$ cat config.mk
export PLATFORM = sky130hd
export DESIGN_NAME = hdlc_host_seq
export DESIGN_NICKNAME = d
export VERILOG_FILES = /design/src/rtl/hdlc_host_pkg.sv /design/src/rtl/hdlc_rx_outreg.sv /design/src/rtl/hdlc_host_seq.sv
export SDC_FILE = /design/constraint.sdc
export NUM_CORES = 1
export LEC_CHECK = 0
export ABC_CLOCK_PERIOD_IN_PS = 6250
export CORE_ASPECT_RATIO = 1.2
export CORE_UTILIZATION = 53
export DETAILED_ROUTE_END_ITERATION = 16
export GPL_ROUTABILITY_DRIVEN = 0
export PLACE_DENSITY = 0.86
export SLEW_MARGIN = 20
export SYNTH_ARGS = -nofsm -noshare
export SYNTH_HDL_FRONTEND = slang
export SYNTH_SLANG_ARGS = --single-unit
$ cat constraint.sdc
create_clock -name Clk -period 6.25 [get_ports Clk]
set_clock_uncertainty 0.1 [all_clocks]
set_input_delay 1.875 -clock Clk [delete_from_list [all_inputs] [get_ports Clk]]
set_output_delay 1.875 -clock Clk [all_outputs]
set_load 0.03 [all_outputs]
$ cat src/rtl/hdlc_host_pkg.sv
// hdlc_host_pkg: sequencer states and Hdlc register map constants
package hdlc_host_pkg;
  typedef enum logic [2:0] {
    S_IDLE, S_RX_STAT, S_RX_DROP, S_RX_LEN, S_RX_DATA, S_TX_FILL, S_TX_START
  } state_e;
  localparam logic [2:0] TX_SC = 3'd0;
  localparam logic [2:0] TX_BUFF = 3'd1;
  localparam logic [2:0] RX_SC = 3'd2;
  localparam logic [2:0] RX_BUFF = 3'd3;
  localparam logic [2:0] RX_LEN = 3'd4;
  localparam logic [7:0] TX_ENABLE = 8'h02;
  localparam logic [7:0] RX_DROP = 8'h02;
  localparam logic [7:0] RX_ERR_MASK = 8'h1C;
endpackage

$ cat src/rtl/hdlc_rx_outreg.sv
// hdlc_rx_outreg: single-entry valid/ready holding register for the received byte stream
module hdlc_rx_outreg #(
  parameter int W = 8
) (
  input  logic         clk,
  input  logic         rst,
  input  logic         load,
  input  logic [W-1:0] load_data,
  input  logic         load_last,
  input  logic         ready,
  output logic         valid,
  output logic [W-1:0] data,
  output logic         last,
  output logic         free
);
  logic valid_q, valid_d, last_q, last_d;
  logic [W-1:0] data_q, data_d;
  always_comb begin
    free = ~valid_q | ready;
    valid_d = load ? 1'b1 : valid_q & ~ready;
    last_d = load ? load_last : last_q & ~ready;
    data_d = load ? load_data : data_q;
  end
  always_ff @(posedge clk) begin
    if (rst) begin
      valid_q <= 1'b0;
      last_q <= 1'b0;
      data_q <= '0;
    end else begin
      valid_q <= valid_d;
      last_q <= last_d;
      data_q <= data_d;
    end
  end
  assign valid = valid_q;
  assign data = data_q;
  assign last = last_q;
endmodule

$ cat src/rtl/hdlc_host_seq.sv
// hdlc_host_seq: sole master of the Hdlc register port; fills the Tx buffer from one
// byte stream and drains received frames into another, RX winning ties in IDLE.
module hdlc_host_seq
  import hdlc_host_pkg::*;
#(
  parameter int MAX_TX_LEN = 126,
  parameter int DATA_W = 8,
  parameter int ADDR_W = 3
) (
  input  logic              Clk,
  input  logic              Rst,
  input  logic              TxS_Valid,
  input  logic [DATA_W-1:0] TxS_Data,
  input  logic              TxS_Last,
  output logic              TxS_Ready,
  output logic              RxS_Valid,
  output logic [DATA_W-1:0] RxS_Data,
  output logic              RxS_Last,
  input  logic              RxS_Ready,
  output logic [ADDR_W-1:0] Address,
  output logic              WriteEnable,
  output logic              ReadEnable,
  output logic [DATA_W-1:0] DataIn,
  input  logic [DATA_W-1:0] DataOut,
  input  logic              Tx_Done,
  input  logic              Rx_Ready,
  output logic              TxOversize,
  output logic [7:0]        DropCount
);
  localparam int TW = $clog2(MAX_TX_LEN + 1);
  state_e state_q, state_d;
  logic phase_q, phase_d, oversize_q, oversize_d, ld, free;
  logic [TW-1:0] tx_cnt_q, tx_cnt_d;
  logic [7:0] rx_cnt_q, rx_cnt_d, len_q, len_d, drop_cnt_q, drop_cnt_d;
  hdlc_rx_outreg #(.W(DATA_W)) u_outreg (
    .clk(Clk), .rst(Rst), .load(ld), .load_data(DataOut), .load_last(rx_cnt_q == len_q),
    .ready(RxS_Ready), .valid(RxS_Valid), .data(RxS_Data), .last(RxS_Last), .free(free)
  );
  // phase_q: read issued last cycle (RX_STAT/LEN/DATA) or drop write done (RX_DROP)
  always_comb begin
    state_d = state_q;
    phase_d = 1'b0;
    oversize_d = oversize_q;
    tx_cnt_d = tx_cnt_q;
    rx_cnt_d = rx_cnt_q;
    len_d = len_q;
    drop_cnt_d = drop_cnt_q;
    Address = TX_SC;
    WriteEnable = 1'b0;
    ReadEnable = 1'b0;
    DataIn = '0;
    TxS_Ready = 1'b0;
    ld = 1'b0;
    case (state_q)
      S_IDLE: begin
        tx_cnt_d = '0;
        rx_cnt_d = '0;
        state_d = Rx_Ready ? S_RX_STAT : (TxS_Valid && Tx_Done) ? S_TX_FILL : S_IDLE;
      end
      S_RX_STAT: begin
        Address = RX_SC;
        ReadEnable = ~phase_q;
        phase_d = ~phase_q;
        if (phase_q) state_d = |(DataOut & RX_ERR_MASK) ? S_RX_DROP : S_RX_LEN;
      end
      S_RX_LEN: begin
        Address = RX_LEN;
        ReadEnable = ~phase_q;
        phase_d = ~phase_q;
        if (phase_q) begin
          len_d = DataOut;
          state_d = DataOut == '0 ? S_RX_DROP : S_RX_DATA;
        end
      end
      S_RX_DROP: begin
        Address = RX_SC;
        WriteEnable = ~phase_q;
        DataIn = phase_q ? '0 : RX_DROP;
        phase_d = 1'b1;
        if (!phase_q) drop_cnt_d = drop_cnt_q == 8'hFF ? drop_cnt_q : drop_cnt_q + 8'd1;
        if (phase_q && !Rx_Ready) state_d = S_IDLE;
      end
      S_RX_DATA: begin
        Address = RX_BUFF;
        ReadEnable = ~phase_q & (rx_cnt_q < len_q) & free;
        phase_d = ReadEnable;
        ld = phase_q;
        rx_cnt_d = rx_cnt_q + {7'd0, ReadEnable};
        if (RxS_Valid && RxS_Ready && RxS_Last) state_d = S_IDLE;
      end
      S_TX_FILL: begin
        TxS_Ready = TxS_Valid;
        if (TxS_Valid) begin
          if (tx_cnt_q < TW'(MAX_TX_LEN)) begin
            Address = TX_BUFF;
            WriteEnable = 1'b1;
            DataIn = TxS_Data;
            tx_cnt_d = tx_cnt_q + TW'(1);
          end else begin
            oversize_d = 1'b1;
          end
          if (TxS_Last) state_d = S_TX_START;
        end
      end
      S_TX_START: begin
        Address = TX_SC;
        WriteEnable = 1'b1;
        DataIn = TX_ENABLE;
        state_d = S_IDLE;
      end
      default: state_d = S_IDLE;
    endcase
    if (state_d != state_q) phase_d = 1'b0;
  end
  always_ff @(posedge Clk) begin
    if (Rst) begin
      state_q <= S_IDLE;
      phase_q <= 1'b0;
      oversize_q <= 1'b0;
      tx_cnt_q <= '0;
      rx_cnt_q <= '0;
      len_q <= '0;
      drop_cnt_q <= '0;
    end else begin
      state_q <= state_d;
      phase_q <= phase_d;
      oversize_q <= oversize_d;
      tx_cnt_q <= tx_cnt_d;
      rx_cnt_q <= rx_cnt_d;
      len_q <= len_d;
      drop_cnt_q <= drop_cnt_d;
    end
  end
  assign TxOversize = oversize_q;
  assign DropCount = drop_cnt_q;
endmodule

==> impl_metrics.yaml <==
power:
  peakVddDrop_v: 0.000145
  p_per_area_nw_per_um2: 208
  p_leak_nw: 1.09
die:
  core_sq_um: 4260
  die_area_sq_um: 4750
  die_h_microns: 75.3
  initial_core_util: 0.557
  rows: 26
  io_pins: 56
  die_x_microns: 63.1
clock_tree:
  cts_root_buffer: "clkbuf_8"
  clock_sinks: 46
  post_cts_resized: 0
  cts_buffers: 5
  htree_levels: 2
  holdBufCountCts: 0
  cts_buffer_depth: 2
  cts_tree: "built"
  post_cts_buffers: 0
  clock_latency_ns: 0.30
  clkTransAtPathRegs_ns: 0.08
min_path:
  hp-class: "flop to flop"
route:
  avgViaCountPerCell: 5.55
  ant_nets: 0
  drt-total-wl_mm: 5.55
  wl_per_cell_microns: 13.6
  first_pass_iters: 4
  vias: 2271
  first_iter_violations: 56
  drc: 0
yosys:
  synth_cell_type_count: 43
  avgSynthCellArea_sq_um: 7.86
  synth_cells: 302
  syn-cell-area_sq_um: 2370
  synth_edf_count: 0
  yosysTopAreaCellShare: 0.388
  synth.largest_area_cell: "dfxtp_1"
  ys_ff_latch: 46
  yosysWarningCount: 0
  synth_ff_type: "dfxtp_1"
  ys_seq_area_frac: 0.388
  syn_nets: 337
  synth_area_leaders: "dfxtp_1, nand2_1, a21oi_1"
  synthArstFlopShare: 0
global_route:
  grt_max_degree: 27
  grt_antenna_before_repair: 0
  grt_usage: 0.247
  gr-total-overflow: 0
  grt_pass1_vias: 2089
  grt_pass1_wl_mm: 9.09
place:
  dp.cells: 401
  postPlaceCellArea_sq_um: 2950
  hpwl_mm: 4.10
  pre_cts_slack_ns: 0.383
  io_buffers: 55
setup_path:
  setup.worst_path.end_class: "primary output"
  startpoint_type: "primary input"
  critPathKind: "primary input to primary output"
  critPathRequiredTime_ns: 4.28
  ff2ff_setup_slack_ns: 3.94
  cp.arrival_ns: 3.90
  worst-path-max-fanout: 6
cells_and_area:
  drive_gt1_frac: 0.0453
  nets: 387
  syn_to_final_growth_pct: 30.3
  fin_cells: 409
  final_common_cell: "clkdlybuf4s50_1"
  final_area_sq_um: 3090
  layout_common_cells: "clkdlybuf4s50_1, nand2_1, dfxtp_1"
  fillCellCount: 340
  antenna_cells: 0
timing:
  fin_crit_ns: 5.87
  clock.fmax_mhz: 170
  hold_viol_final: 0
  worst_slew_pin_slew_ns: 0.796
  rsz0062_at_grt: "no"
  slew_headroom: 0.468
  fin_crit_sh: 0.940
  fin_setup_tns_ns: 0
  setup_viol: 0
  fin_ws_ns: 0.377
  final_max_slew_viol_count: 0
status:
  status: "finished clean"
job:
  cap_violations: 0
-- area by class of cell --
class	instances	area, sq um	share of cell area
inverter	12	45.0	0.0146
sequential	46	921	0.298
clock buffer	6	82.6	0.0267
multi-input combinational	230	1350	0.436
clock inverter	2	60.1	0.0194
tap	56	70.1	0.0227
timing repair buffer	57	566	0.183
-- synthesized netlist by cell type, drive strengths merged, types with 2 or more instances --
library cell / n
nand2: 49
dfxtp: 46
nor2: 37
a21oi: 30
nand3: 15
ha: 12
inv: 12
clkbuf: 11
xor2: 11
nor3: 9
o21ai: 8
and2: 7
nand4: 6
xnor2: 5
a211oi: 4
nand2b: 4
a31oi: 3
and3: 3
buf: 3
nor2b: 3
a21boi: 2
and4: 2
o21a: 2
or2: 2
-- worst max-delay path, stage by stage --
cell	delay, ns
clkdlybuf4s50_1	0.55
and4b_1	0.29
o21a_1	0.17
nor2_1	0.04
a211oi_1	0.25
clkdlybuf4s50_1	0.72
-- power by group --
| part | switching (mW) | internal, mW | total (mW) |
|---|---|---|---|
| clock | 0.101 | 0.170 | 0.271 |
| combinational | 0.0367 | 0.0314 | 0.0682 |
| sequential | 0.00761 | 0.295 | 0.303 |
-- sequential cells by signal, summed over array words and instances, names as in the netlist --
signal	cells
rx_cnt_q	8
u_outreg.data	8
phase_q	1
u_outreg.last	1
state_q	3
u_outreg.valid	1
tx_cnt_q	7
len_q	8
TxOversize	1
DropCount	8
-- cells by family (layout without fill, tap and decap cells) --
family,Yosys count,after routing,share of synthesized area
DFF,46,46,0.388
muxes,1,1,0.00422
and+or+nand+nor,142,142,0.282
xor gates and xnor gates,16,16,0.0591
AOI/OAI and AO/OA,59,59,0.159
adders and majority gates,12,12,0.0633
buffers and inverters,26,77,0.0443
-- per-layer routing --
layer	vias up	GRT usage	part of all wire	routed length (microns)
li1	1132	-	-	-
met1	1056	0.271	0.40	2210
met2	69	0.450	0.52	2860
met3	14	0.0584	0.055	303
met4	0	0.129	0.030	169
met5	-	0	0	0
-- final timing paths --
check | start | endpoint | cells past startpoint
max | TxS_Valid | Address[0] | 6
max reg2reg | len_q[1]$_SDFFE_PP0P_ | rx_cnt_q[4]$_SDFFE_PP0P_ | 13
min reg2reg | len_q[4]$_SDFFE_PP0P_ | len_q[4]$_SDFFE_PP0P_ | 2
min | len_q[4]$_SDFFE_PP0P_ | len_q[4]$_SDFFE_PP0P_ | 2
-- through the flow --
step / util / total power [mW] / hold slack [ns]
after floorplan: - / 0.346 / 0.336
after global placement: 0.692 / 0.376 / 0.343
after detailed placement: 0.692 / 0.377 / 0.348
after CTS: 0.725 / 0.646 / 0.359
after global routing: 0.725 / 0.664 / 0.379
final: 0.725 / 0.642 / 0.357
(Power assumes the default switching activity.)
